## config.mk

```make
export PLATFORM = sky130hd
export DESIGN_NAME = dice_button_conditioner
export DESIGN_NICKNAME = d
export VERILOG_FILES = /design/src/rtl/dice_pkg.sv /design/src/rtl/sync_chain.sv /design/src/rtl/dice_button_conditioner.sv
export SDC_FILE = /design/constraint.sdc
export NUM_CORES = 1
export LEC_CHECK = 0
export ABC_AREA = 1
export ABC_CLOCK_PERIOD_IN_PS = 1500
export BUFFER_PORTS_ARGS = -buffer_cell sky130_fd_sc_hd__buf_2
export CAP_MARGIN = 5
export CORE_MARGIN = 2
export CORE_UTILIZATION = 54
export DETAILED_ROUTE_END_ITERATION = 16
export GPL_TIMING_DRIVEN = 1
export HOLD_SLACK_MARGIN = 0.05
export PLACE_DENSITY_LB_ADDON = 0.08
export RECOVER_POWER = 100
export SLEW_MARGIN = 20
export SYNTH_ARGS = -nofsm -noshare
export SYNTH_HDL_FRONTEND = slang
export SYNTH_SLANG_ARGS = --single-unit
```

## constraint.sdc

```tcl
create_clock -name clk -period 1.5 [get_ports clk]
set_input_delay 0.3 -clock clk [delete_from_list [all_inputs] [get_ports clk]]
set_output_delay 0.3 -clock clk [all_outputs]
set_load 0.005 [all_outputs]
```

## src/rtl/dice_pkg.sv

```systemverilog
// dice_pkg: shared types and widths for the dice button front end.
// Holds the debounce FSM state encoding and the press counter width.
package dice_pkg;
    localparam int PRESS_CNT_W = 8;
    // Bit 1 of the encoding is high exactly in the states where button=1.
    typedef enum logic [1:0] {
        IDLE         = 2'b00,
        PRESS_WAIT   = 2'b01,
        PRESSED      = 2'b10,
        RELEASE_WAIT = 2'b11
    } state_t;
endpackage

```

## src/rtl/sync_chain.sv

```systemverilog
// sync_chain: multi-flop synchroniser for an asynchronous single-bit input.
// Ports: clk (clock), rst (async active-low reset), d (async input),
//        q (synchronised output, last stage of the chain).
module sync_chain #(
    parameter int STAGES = 2
) (
    input  logic clk,
    input  logic rst,
    input  logic d,
    output logic q
);
    logic [STAGES-1:0] r;
    always_ff @(posedge clk or negedge rst) begin
        if (!rst) r <= '0;
        else      r <= {r[STAGES-2:0], d};
    end
    assign q = r[STAGES-1];
endmodule

```

## src/rtl/dice_button_conditioner.sv

```systemverilog
// dice_button_conditioner: synchronises and debounces the dice push-button.
// Ports: clk (clock), rst (async active-low reset), button_raw (bouncing input),
//        button (debounced level), press_pulse / release_pulse (one-cycle events),
//        press_count (accepted presses, wraps), long_press (held indicator).
// Build option: define DICE_LONG_PRESS_EN to build the long-press detector;
//        otherwise long_press is tied to 0.
module dice_button_conditioner
    import dice_pkg::*;
#(
    parameter int SYNC_STAGES     = 2,
    parameter int DEBOUNCE_CYCLES = 16,
    parameter int LONG_CYCLES     = 1000
) (
    input  logic                   clk,
    input  logic                   rst,
    input  logic                   button_raw,
    output logic                   button,
    output logic                   press_pulse,
    output logic                   release_pulse,
    output logic [PRESS_CNT_W-1:0] press_count,
    output logic                   long_press
);
    localparam int CW = $clog2(DEBOUNCE_CYCLES + 1);

    if (SYNC_STAGES < 2 || DEBOUNCE_CYCLES < 1 || LONG_CYCLES < 1) begin : g_bad_params
        $error("dice_button_conditioner: parameter out of range");
    end

    state_t        state, nxt;
    logic [CW-1:0] cnt, cnt_nxt;
    logic          btn_s, press_ev, release_ev;

    sync_chain #(.STAGES(SYNC_STAGES)) u_sync (
        .clk (clk),
        .rst (rst),
        .d   (button_raw),
        .q   (btn_s)
    );

    // cnt only advances while below DEBOUNCE_CYCLES, so it saturates by construction.
    always_comb begin
        nxt     = state;
        cnt_nxt = cnt;
        case (state)
            IDLE: if (btn_s) begin
                nxt     = PRESS_WAIT;
                cnt_nxt = CW'(1);
            end
            PRESS_WAIT: if (!btn_s) begin
                nxt     = IDLE;
                cnt_nxt = '0;
            end else if (cnt == CW'(DEBOUNCE_CYCLES)) begin
                nxt     = PRESSED;
                cnt_nxt = '0;
            end else cnt_nxt = cnt + 1'b1;
            PRESSED: if (!btn_s) begin
                nxt     = RELEASE_WAIT;
                cnt_nxt = CW'(1);
            end
            RELEASE_WAIT: if (btn_s) begin
                nxt     = PRESSED;
                cnt_nxt = '0;
            end else if (cnt == CW'(DEBOUNCE_CYCLES)) begin
                nxt     = IDLE;
                cnt_nxt = '0;
            end else cnt_nxt = cnt + 1'b1;
            default: begin
                nxt     = IDLE;
                cnt_nxt = '0;
            end
        endcase
    end

    assign press_ev   = (state == PRESS_WAIT) && (nxt == PRESSED);
    assign release_ev = (state == RELEASE_WAIT) && (nxt == IDLE);

    // Outputs are registered from the next state so they change on the same
    // edge the FSM enters PRESSED / IDLE.
    always_ff @(posedge clk or negedge rst) begin
        if (!rst) begin
            state         <= IDLE;
            cnt           <= '0;
            button        <= 1'b0;
            press_pulse   <= 1'b0;
            release_pulse <= 1'b0;
            press_count   <= '0;
        end else begin
            state         <= nxt;
            cnt           <= cnt_nxt;
            button        <= (nxt == PRESSED) || (nxt == RELEASE_WAIT);
            press_pulse   <= press_ev;
            release_pulse <= release_ev;
            if (press_ev) press_count <= press_count + 1'b1;
        end
    end

`ifdef DICE_LONG_PRESS_EN
    localparam int LW = $clog2(LONG_CYCLES + 1);
    logic [LW-1:0] lcnt;
    logic          held, held_nxt;
    assign held     = (state == PRESSED) || (state == RELEASE_WAIT);
    assign held_nxt = (nxt == PRESSED) || (nxt == RELEASE_WAIT);
    // long_press sets on the edge lcnt reaches LONG_CYCLES and drops on the
    // edge the FSM returns to IDLE (same edge as release_pulse).
    always_ff @(posedge clk or negedge rst) begin
        if (!rst) begin
            lcnt       <= '0;
            long_press <= 1'b0;
        end else begin
            lcnt       <= !held ? '0 : (lcnt == LW'(LONG_CYCLES)) ? lcnt : lcnt + 1'b1;
            long_press <= held_nxt && (long_press || (held && lcnt == LW'(LONG_CYCLES - 1)));
        end
    end
`else
    assign long_press = 1'b0;
`endif
endmodule

```

After elaboration in Yosys (flattened, before gate mapping):

Cells that the tools add are included.

* $add $sub $neg: 2
* eq/ne operators: 8
* mux-type cells: 13
* reductions and logical operators: 6

Operator list (count)
* $mux 5: 5
* $pmux 5 s4: 1
* $mux 2: 6
* $add 8x1->8 const B: 1
* $eq 2x2->1 const B: 4
* $pmux 2 s4: 1
* $add 5x1->5 const B: 1
* $eq 5x5->1 const B: 1
* $logic_not 2->1: 2
* $eq 2x1->1 const B: 1
* $logic_and 1x1->1: 2
* $ne 2x1->1 const B: 1
* $ne 2x2->1 const B: 1
* $reduce_and 2->1: 1
* $logic_or 1x1->1: 1

* output and inout port bits: 12
* bits in registers: 20
* input bits: 3
* word-level logic and storage cells: 36

Depth between registers and ports, before layout:

Gate-level depths: netlist of run 1.

* depth after elaboration: 6
* gate-level depth with buffers: 7

Cells and area by module:

A second synthesis of run 1 with hierarchy kept.

* cell total of the unflattened synthesis: 126
* area, all modules: 1002.2 µm²

Modules (own cells, without submodules)
* dice_button_conditioner: instances 1, area each 952.2 µm², cells each 124
* sync_chain: instances 1, area each 50.0 µm², cells each 2

Worst setup path before layout of run 1:

Ideal clock, no wire load.

* path type: reg-to-reg
* from: register cnt[0]
* to: register press_count[7]
* period minus slack after synthesis: 1206 ps
* library setup time: 116 ps
* path buffers: 0
* cell stages (with the launch flop): 8
* arrival: 1090 ps
* data required time: 1384 ps
* path slack: 294 ps
* cells stage by stage: dfrtp_1 -> inv_1 -> ha_1 -> nand3_2 -> inv_2 -> nand3_2 -> nand2_1 -> nand2_1

* longest elaborated chain between the ends: 6

Ends and longest elaborated chain
* start: declaration: RTL line dice_button_conditioner.sv:30 `logic [CW-1:0] cnt, cnt_nxt;`
* start signal: assignment: RTL line dice_button_conditioner.sv:89 `cnt <= cnt_nxt;`
* $eq 5x5->1 (*): RTL line dice_button_conditioner.sv:52, dice_button_conditioner.sv:63
* $mux 2 (on tied branches): RTL line dice_button_conditioner.sv:63, dice_button_conditioner.sv:52
* $mux 2 (on tied branches): RTL line dice_button_conditioner.sv:60, dice_button_conditioner.sv:49
* $pmux 2 s4 (*): RTL line dice_button_conditioner.sv:44 `case (state)`
* $eq 2x2->1 (*): RTL line dice_button_conditioner.sv:74 `assign press_ev = (state == PRESS_WAIT) && (nxt == PRESSED);`
* $logic_and 1x1->1 (*): RTL line dice_button_conditioner.sv:74
* end signal: assignment: RTL line dice_button_conditioner.sv:93 `if (press_ev) press_count <= press_count + 1'b1;`
* end: declaration: RTL line dice_button_conditioner.sv:20 `output logic [PRESS_CNT_W-1:0] press_count,`

Every way passes the cells marked *; elsewhere a longest branch is shown, timed or not.
A chain may end at the register's enable or synchronous reset.

Final worst setup path of run 1:

Ends and elaborated chain as after synthesis.

==> flow_summary.rst, run 1 <==
.. list-table::
   :header-rows: 1

   * - Metric
     - Value
   * - Layout overhead on the synthesized area
     - 10.6%
   * - Main flop type after synthesis
     - sky130_fd_sc_hd__dfrtp_1
   * - Share of the synthesized area in the top cell type
     - 0.498
   * - Height of the chip
     - 47.1 microns
   * - Final count of hold timing violations
     - 0
   * - Hold slack final
     - 0.106 ns
   * - Total Die Area
     - 0.00222 sq mm
   * - Routed WL
     - 1690 microns
   * - Setup TNS
     - 0 ns
   * - Final number of max-transition violations
     - 0
   * - Cell with the most instances after synthesis
     - sky130_fd_sc_hd__nand2_1
   * - Part of the Yosys area used for sequential elements
     - 0.498
   * - DRC errors left
     - 0
   * - FMAX
     - 0.732 GHz
   * - Antenna violations before repair
     - 0
   * - Clock latency on the worst-skew pair
     - 0.29 ns
   * - Crit path required time
     - 1.69 ns
   * - RSZ-0062 raised after global routing
     - false
   * - Count of flip-flops with a built-in enable after synthesis
     - 0
   * - Share of final-layout standard cells stronger than drive strength 1
     - 0.110
   * - Initial detailed-routing violation count
     - 17
   * - Most area-hungry cell type in the Yosys netlist
     - sky130_fd_sc_hd__dfrtp_1
   * - Cell variety after synth
     - 20
   * - Core Region
     - 0.00175 sq mm
   * - Crit Path Class
     - reg2reg
   * - Crit path DAT
     - 1.56 ns
   * - Endpoint class of the critical path
     - flip-flop
   * - Power Density
     - 790 mW/mm^2
   * - Total Routing Usage GR
     - 0.172
   * - Run status
     - completed
   * - Final critical delay including setup and external delays
     - 1.37 ns
   * - Maximum vdd ir drop
     - 0.000482 V
   * - Wire length on met3
     - 54 microns
   * - Count of cells resized by post-cts repair
     - 0
   * - Count of final setup violators
     - 0
   * - Share of the core filled with cells
     - 0.637
   * - Vias in the first global route
     - 634
   * - Cell area after synthesis
     - 0.00100 sq mm
   * - Routed length on met1
     - 830 microns
   * - Critical path fanouts, max
     - 8
   * - Async S/R FF share, synth
     - 1.00
   * - Detailed placement HPWL
     - 1250 microns
   * - Global-route wire length before repair
     - 2640 microns
   * - Effective utilization at floorplan
     - 0.576
   * - Vias after detailed routing
     - 745
   * - Share of the clock period used by the worst path after layout
     - 0.911
   * - Per-cell via count in the routed design
     - 4.63
   * - RePlAce Congestion
     - 0.771
   * - Row count
     - 15
   * - Most frequent cells after synthesis
     - sky130_fd_sc_hd__nand2_1, sky130_fd_sc_hd__dfrtp_1, sky130_fd_sc_hd__inv_1
   * - Synthesis-stage register bit count
     - 20
   * - Synthesized netlist net count
     - 126
   * - Startpoint type of the worst setup path
     - flip-flop
   * - Overall die width
     - 47.1 microns
   * - Leading cell types by total area after synthesis
     - sky130_fd_sc_hd__dfrtp_1, sky130_fd_sc_hd__nand2_1, sky130_fd_sc_hd__inv_1
   * - Total number of yosys warnings
     - 0
   * - Number of buffers inserted during clock tree synthesis
     - 3
   * - Static leakage power
     - 0.592 nW
   * - Post-Synthesis Mean Instance Area
     - 8.37 sq um
   * - Met2 Wirelength
     - 793 microns
   * - Clock Pin Slew Worst Setup and Hold Paths
     - 0.10 ns
   * - Clock Root Buffer
     - sky130_fd_sc_hd__clkbuf_4
   * - Count of pins on the block boundary
     - 15
   * - Antenna diodes
     - 0
   * - Setup fix buffers added after clock tree synthesis
     - 0
   * - Global route total overflow
     - 0
   * - Hold_buf cts
     - 1
   * - Number of maximum-capacitance violations
     - 0
   * - Topmost layer with routed signal wires
     - met4
   * - Clock Tree Buf Depth
     - 2
   * - Sinks on the clock net
     - 20
   * - Residual antenna-violating net count after detailed routing
     - 0
   * - Clock tree from TritonCTS
     - built
   * - Pin count of the biggest net entering global routing
     - 21
   * - Port buffer count
     - 13
   * - Routed len/inst
     - 10.5 microns
   * - H-tree depth
     - 1
   * - Count of nets after finishing
     - 144
   * - Drt pass-1 iters
     - 4
   * - Skew final
     - 0.000820 ns
   * - Min-Delay Path Class
     - in2reg
   * - Number of instances in the synthesized netlist
     - 120
[layout make-up]
type	instances	area (sq um)
fillers	166	634
flip-flops and latches	20	500
multi-input cells	85	439
repair buffers	14	65.1
inverters	14	52.6
well taps	25	31.3
clock buffers	3	22.5
[final timing paths]
| check | start | endpoint | slack (ns) | cells past startpoint |
|---|---|---|---|---|
| worst max-delay path | cnt[0] | press_count[7] | 0.13 | 7 |
| worst min-delay path | button_raw | u_sync.r[0] | 0.11 | 1 |
| worst max register to register | cnt[0] | press_count[7] | 0.13 | 7 |
| worst min register to register | u_sync.r[0] | u_sync.r[1] | 0.37 | 0 |
| max in group asynchronous | rst | cnt[4] | 0.68 | 2 |
| min in group asynchronous | rst | cnt[3] | 0.49 | 2 |
[per-stage QoR]
| step | setup slack, ns | total power, mW | std cells | cell area [sq um] |
|---|---|---|---|---|
| after floorplan | 0.294 | 0.622 | 120 | 1000 |
| after global placement | 0.215 | 0.641 | 157 | 1090 |
| after detailed placement | 0.154 | 0.644 | 157 | 1090 |
| after CTS | 0.132 | 0.893 | 161 | 1130 |
| after global routing | 0.0208 | 0.917 | 161 | 1110 |
| final | 0.134 | 0.878 | 161 | 1110 |
[critical path, cell delays in order (launching register included)]
cell and delay, ns:
sky130_fd_sc_hd__dfrtp_1 0.43, sky130_fd_sc_hd__inv_1 0.09, sky130_fd_sc_hd__ha_1 0.23, sky130_fd_sc_hd__nand3_2 0.12, sky130_fd_sc_hd__inv_2 0.08, sky130_fd_sc_hd__nand3_2 0.16
sky130_fd_sc_hd__nand2_1 0.11, sky130_fd_sc_hd__nand2_1 0.06
[flip-flops by register name, indices dropped and copies added (netlist names)]
| register | flops |
|---|---|
| cnt | 5 |
| press_pulse | 1 |
| state | 2 |
| u_sync.r | 2 |
| button | 1 |
| release_pulse | 1 |
| press_count | 8 |
[layer usage]
layer	global-route usage	vias up
met5	0	-
met4	0.0833	0
met1	0.238	331
met2	0.266	12
li1	-	400
met3	0.0231	2
[cells in the final DEF (no fill, tap or decap)]
cell	netlist	layout
sky130_fd_sc_hd__ha_1	3	3
sky130_fd_sc_hd__inv_2	2	2
sky130_fd_sc_hd__nor2_8	1	1
sky130_fd_sc_hd__xor2_1	2	2
sky130_fd_sc_hd__dfrtp_1	20	20
sky130_fd_sc_hd__xnor2_1	3	3
sky130_fd_sc_hd__nor2_1	6	7
sky130_fd_sc_hd__conb_1	1	1
sky130_fd_sc_hd__clkbuf_4	0	3
sky130_fd_sc_hd__dlygate4sd3_1	0	1
sky130_fd_sc_hd__nand4_1	1	1
sky130_fd_sc_hd__inv_1	12	12
sky130_fd_sc_hd__buf_2	0	4
sky130_fd_sc_hd__nand2_1	48	49
sky130_fd_sc_hd__o21ai_0	2	4
sky130_fd_sc_hd__clkbuf_1	0	8
sky130_fd_sc_hd__nor2_2	2	1
sky130_fd_sc_hd__clkbuf_2	0	1
sky130_fd_sc_hd__a21oi_1	1	1
sky130_fd_sc_hd__o21ai_1	3	1
sky130_fd_sc_hd__nand3_1	8	8
sky130_fd_sc_hd__nand4_4	1	1
sky130_fd_sc_hd__nand3_2	2	2
[power by group]
part           switching (mW)  internal (mW)  total, mW
sequential             0.0155          0.552      0.568
combinational          0.0416         0.0227     0.0643
clock                   0.152         0.0933      0.246
[kinds of logic after synthesis]
family / Yosys count / share of synthesized area
simple gates: 70 / 0.328
buf+inv: 15 / 0.0598
flops: 20 / 0.498
other cells: 1 / 0.00373
compound gates: 6 / 0.0299
fa+ha+maj: 3 / 0.0374
xor+xnor: 5 / 0.0436
(Power assumes the default switching activity.)
==> run 2, diff against run 1 <==
--- a/config.mk
+++ b/config.mk
@@ -16,6 +16,7 @@
 export HOLD_SLACK_MARGIN = 0.05
 export PLACE_DENSITY_LB_ADDON = 0.08
 export RECOVER_POWER = 100
+export REMOVE_ABC_BUFFERS = 1
 export SLEW_MARGIN = 20
 export SYNTH_ARGS = -nofsm -noshare
 export SYNTH_HDL_FRONTEND = slang
==> flow_summary.rst, run 2 (same netlist as run 1, synthesis figures left out) <==
.. list-table::
   :header-rows: 1

   * - Metric
     - Value
   * - Run status
     - completed (unchanged)
   * - Count of placed standard cells in the final layout, fillers left out
     - 162 (was 161)
   * - Final Total Pwr
     - 0.950 mW (was 0.878 mW)
   * - Maximum vdd ir drop
     - 0.000760 V (was 0.000482 V)
   * - Global route total overflow
     - 0 (unchanged)
   * - Minimum setup slack among reg-to-reg paths
     - 0.17 ns (was 0.13 ns)
   * - Ordered list of cells on the worst path
     - inv_1 > ha_2 > nand3_2 > inv_2 > nand3_2 > nand2_1 > nand2_1 (was inv_1 > ha_1 > nand3_2 > inv_2 > nand3_2 > nand2_1 > nand2_1)
   * - Share of the core filled with cells
     - 0.647 (was 0.637)
   * - Count of final setup violators
     - 0 (unchanged)
   * - Final critical delay including setup and external delays
     - 1.33 ns (was 1.37 ns)
   * - Post-route cell area
     - 0.00113 sq mm (was 0.00111 sq mm)
   * - Routed WL
     - 1650 microns (was 1690 microns)
   * - Effective utilization at floorplan
     - 0.576 (unchanged)
   * - Cell count of the worst hold path
     - 1 (unchanged)
   * - Number of maximum-capacitance violations
     - 0 (unchanged)
   * - Length in cells of the worst reg-to-reg path
     - 7 (unchanged)
   * - RSZ-0062 raised after global routing
     - false (unchanged)
   * - Min-Delay Path Class
     - in2reg (unchanged)
   * - Drt pass-1 iters
     - 4 (unchanged)
   * - Worst reg2reg startpoint
     - cnt[0] (unchanged)
   * - Final count of hold timing violations
     - 0 (unchanged)
   * - Total Routing Usage GR
     - 0.184 (was 0.172)
   * - Clock latency on the worst-skew pair
     - 0.30 ns (was 0.29 ns)
   * - Cell family contributing the most delay on the critical path
     - flip-flops (was simple AND/OR/NAND/NOR gates)
   * - Vias in the first global route
     - 624 (was 634)
   * - Most frequent cells in the layout
     - sky130_fd_sc_hd__nand2_1, sky130_fd_sc_hd__dfrtp_1, sky130_fd_sc_hd__inv_1 (unchanged)
   * - Skew final
     - 0.00374 ns (was 0.000820 ns)
   * - Clock tree from TritonCTS
     - built (unchanged)
   * - Min-Delay Endpoint
     - u_sync.r[0] (unchanged)
   * - Critical path buffers and inverters
     - 2 (unchanged)
   * - Detailed placement HPWL
     - 1220 microns (was 1250 microns)
   * - Beginning of the worst hold path
     - button_raw (unchanged)
   * - Antenna violations before repair
     - 0 (unchanged)
   * - Pin count of the biggest net entering global routing
     - 21 (unchanged)
   * - Total Die Area
     - 0.00222 sq mm (unchanged)
   * - Height of the chip
     - 47.1 microns (unchanged)
   * - Delay contributed by the slowest stage of the critical path
     - 0.42 ns (was 0.43 ns)
   * - Reg-to-reg endpoint
     - press_count[7] (unchanged)
   * - Crit Path Class
     - reg2reg (unchanged)
   * - RePlAce Congestion
     - 0.772 (was 0.771)
   * - H-tree depth
     - 1 (unchanged)
   * - Routed len/inst
     - 10.2 microns (was 10.5 microns)
   * - Port buffer count
     - 13 (unchanged)
   * - Number of cells after detailed placement
     - 157 (unchanged)
   * - Post-DP Area
     - 0.00109 sq mm (unchanged)
   * - Antenna diodes
     - 0 (unchanged)
   * - Final number of max-transition violations
     - 0 (unchanged)
   * - Crit path required time
     - 1.70 ns (was 1.69 ns)
   * - Sinks on the clock net
     - 20 (unchanged)
   * - Number of buffers inserted during clock tree synthesis
     - 3 (unchanged)
   * - Cell with the largest stage delay on the worst path
     - sky130_fd_sc_hd__dfrtp_1 (unchanged)
   * - Most common cell after layout, fill and taps aside
     - sky130_fd_sc_hd__nand2_1 (unchanged)
   * - Layout overhead on the synthesized area
     - 12.5% (was 10.6%)
   * - Startpoint type of the worst setup path
     - flip-flop (unchanged)
   * - Static leakage power
     - 0.606 nW (was 0.592 nW)
   * - Overall die width
     - 47.1 microns (unchanged)
   * - Initial detailed-routing violation count
     - 8 (was 17)
   * - Power Density
     - 841 mW/mm^2 (was 790 mW/mm^2)
   * - DRC errors left
     - 0 (unchanged)
   * - Clock Tree Buf Depth
     - 2 (unchanged)
   * - Global-route wire length before repair
     - 2680 microns (was 2640 microns)
   * - Count of nets after finishing
     - 144 (unchanged)
   * - Residual antenna-violating net count after detailed routing
     - 0 (unchanged)
   * - FMAX
     - 0.750 GHz (was 0.732 GHz)
   * - Core Region
     - 0.00175 sq mm (unchanged)
   * - Endpoint class of the critical path
     - flip-flop (unchanged)
   * - Clock Pin Slew Worst Setup and Hold Paths
     - 0.11 ns (was 0.10 ns)
   * - Vias after detailed routing
     - 755 (was 745)
   * - Share of final-layout standard cells stronger than drive strength 1
     - 0.139 (was 0.110)
   * - Register name with the most flops
     - press_count (unchanged)
   * - Row count
     - 15 (unchanged)
   * - Count of pins on the block boundary
     - 15 (unchanged)
   * - Flip-flop count of the largest register, all copies and words added
     - 8 (unchanged)
   * - Critical path fanouts, max
     - 8 (unchanged)
   * - Largest registers in the final layout
     - press_count: 8 flops, cnt: 5 flops (unchanged)
   * - Share of the clock period used by the worst path after layout
     - 0.889 (was 0.911)
   * - Setup TNS
     - 0 ns (unchanged)
   * - Per-cell via count in the routed design
     - 4.66 (was 4.63)
   * - Crit path DAT
     - 1.54 ns (was 1.56 ns)
   * - Clock Root Buffer
     - sky130_fd_sc_hd__clkbuf_4 (unchanged)
==> run 2: how the worst max path moves through the flow <==
stage,startpoint,end,cells after the start
after floorplan,cnt[0],press_count[7],7
after global placement,cnt[0],press_count[7],7
after detailed placement,cnt[0],press_count[7],7
after CTS,cnt[0],press_count[7],7
after global routing,cnt[0],press_count[5],7
final,cnt[0],press_count[7],7
==> run 2: what timing repair did <==
item | in CTS | in global routing
gates resized for setup | 0 | 1
endpoints found under the hold margin | 20 | 0
buffers inserted | 0 | 0
hold buffers | 1 | 0
endpoints found under the setup margin | 0 | 1
==> run 2: area by class of cell <==
cell class | instances | area (sq um)
inverters | 14 | 52.6
repair buffers | 14 | 67.6
well taps | 25 | 31.3
fillers | 164 | 616
clock buffers | 4 | 36.3
multi-input cells | 85 | 442
flip-flops and latches | 20 | 500
==> run 2: worst reg2reg max path: cells and delay by family (launching register included) <==
kind,cells,cell delay (ns)
buffers and inverters,2,0.18
DFF,1,0.42
and+or+nand+nor,4,0.42
adders and majority gates,1,0.22
==> run 2: per-layer routing <==
layer  routed length (microns)  vias up  track usage
li1                          -      402            -
met1                       842      332        0.254
met3                        51        6       0.0462
met5                         0        -            0
met4                        57        0        0.144
met2                       702       15        0.244
==> run 2: report_power, final <==
group          internal (mW)  leakage (nW)  switching [mW]
Clock                  0.148        0.0210           0.167
Sequential             0.552         0.269          0.0154
Combinational         0.0240         0.316          0.0431
==> run 2: stage by stage <==
stage | hold slack (ns) | setup slack (ns)
after global routing | 0.0761 | 0.0286
final | 0.0969 | 0.166
after global placement | 0.262 | 0.213
after detailed placement | 0.263 | 0.148
after CTS | 0.0902 | 0.122
after floorplan | 0.00441 | 0.294
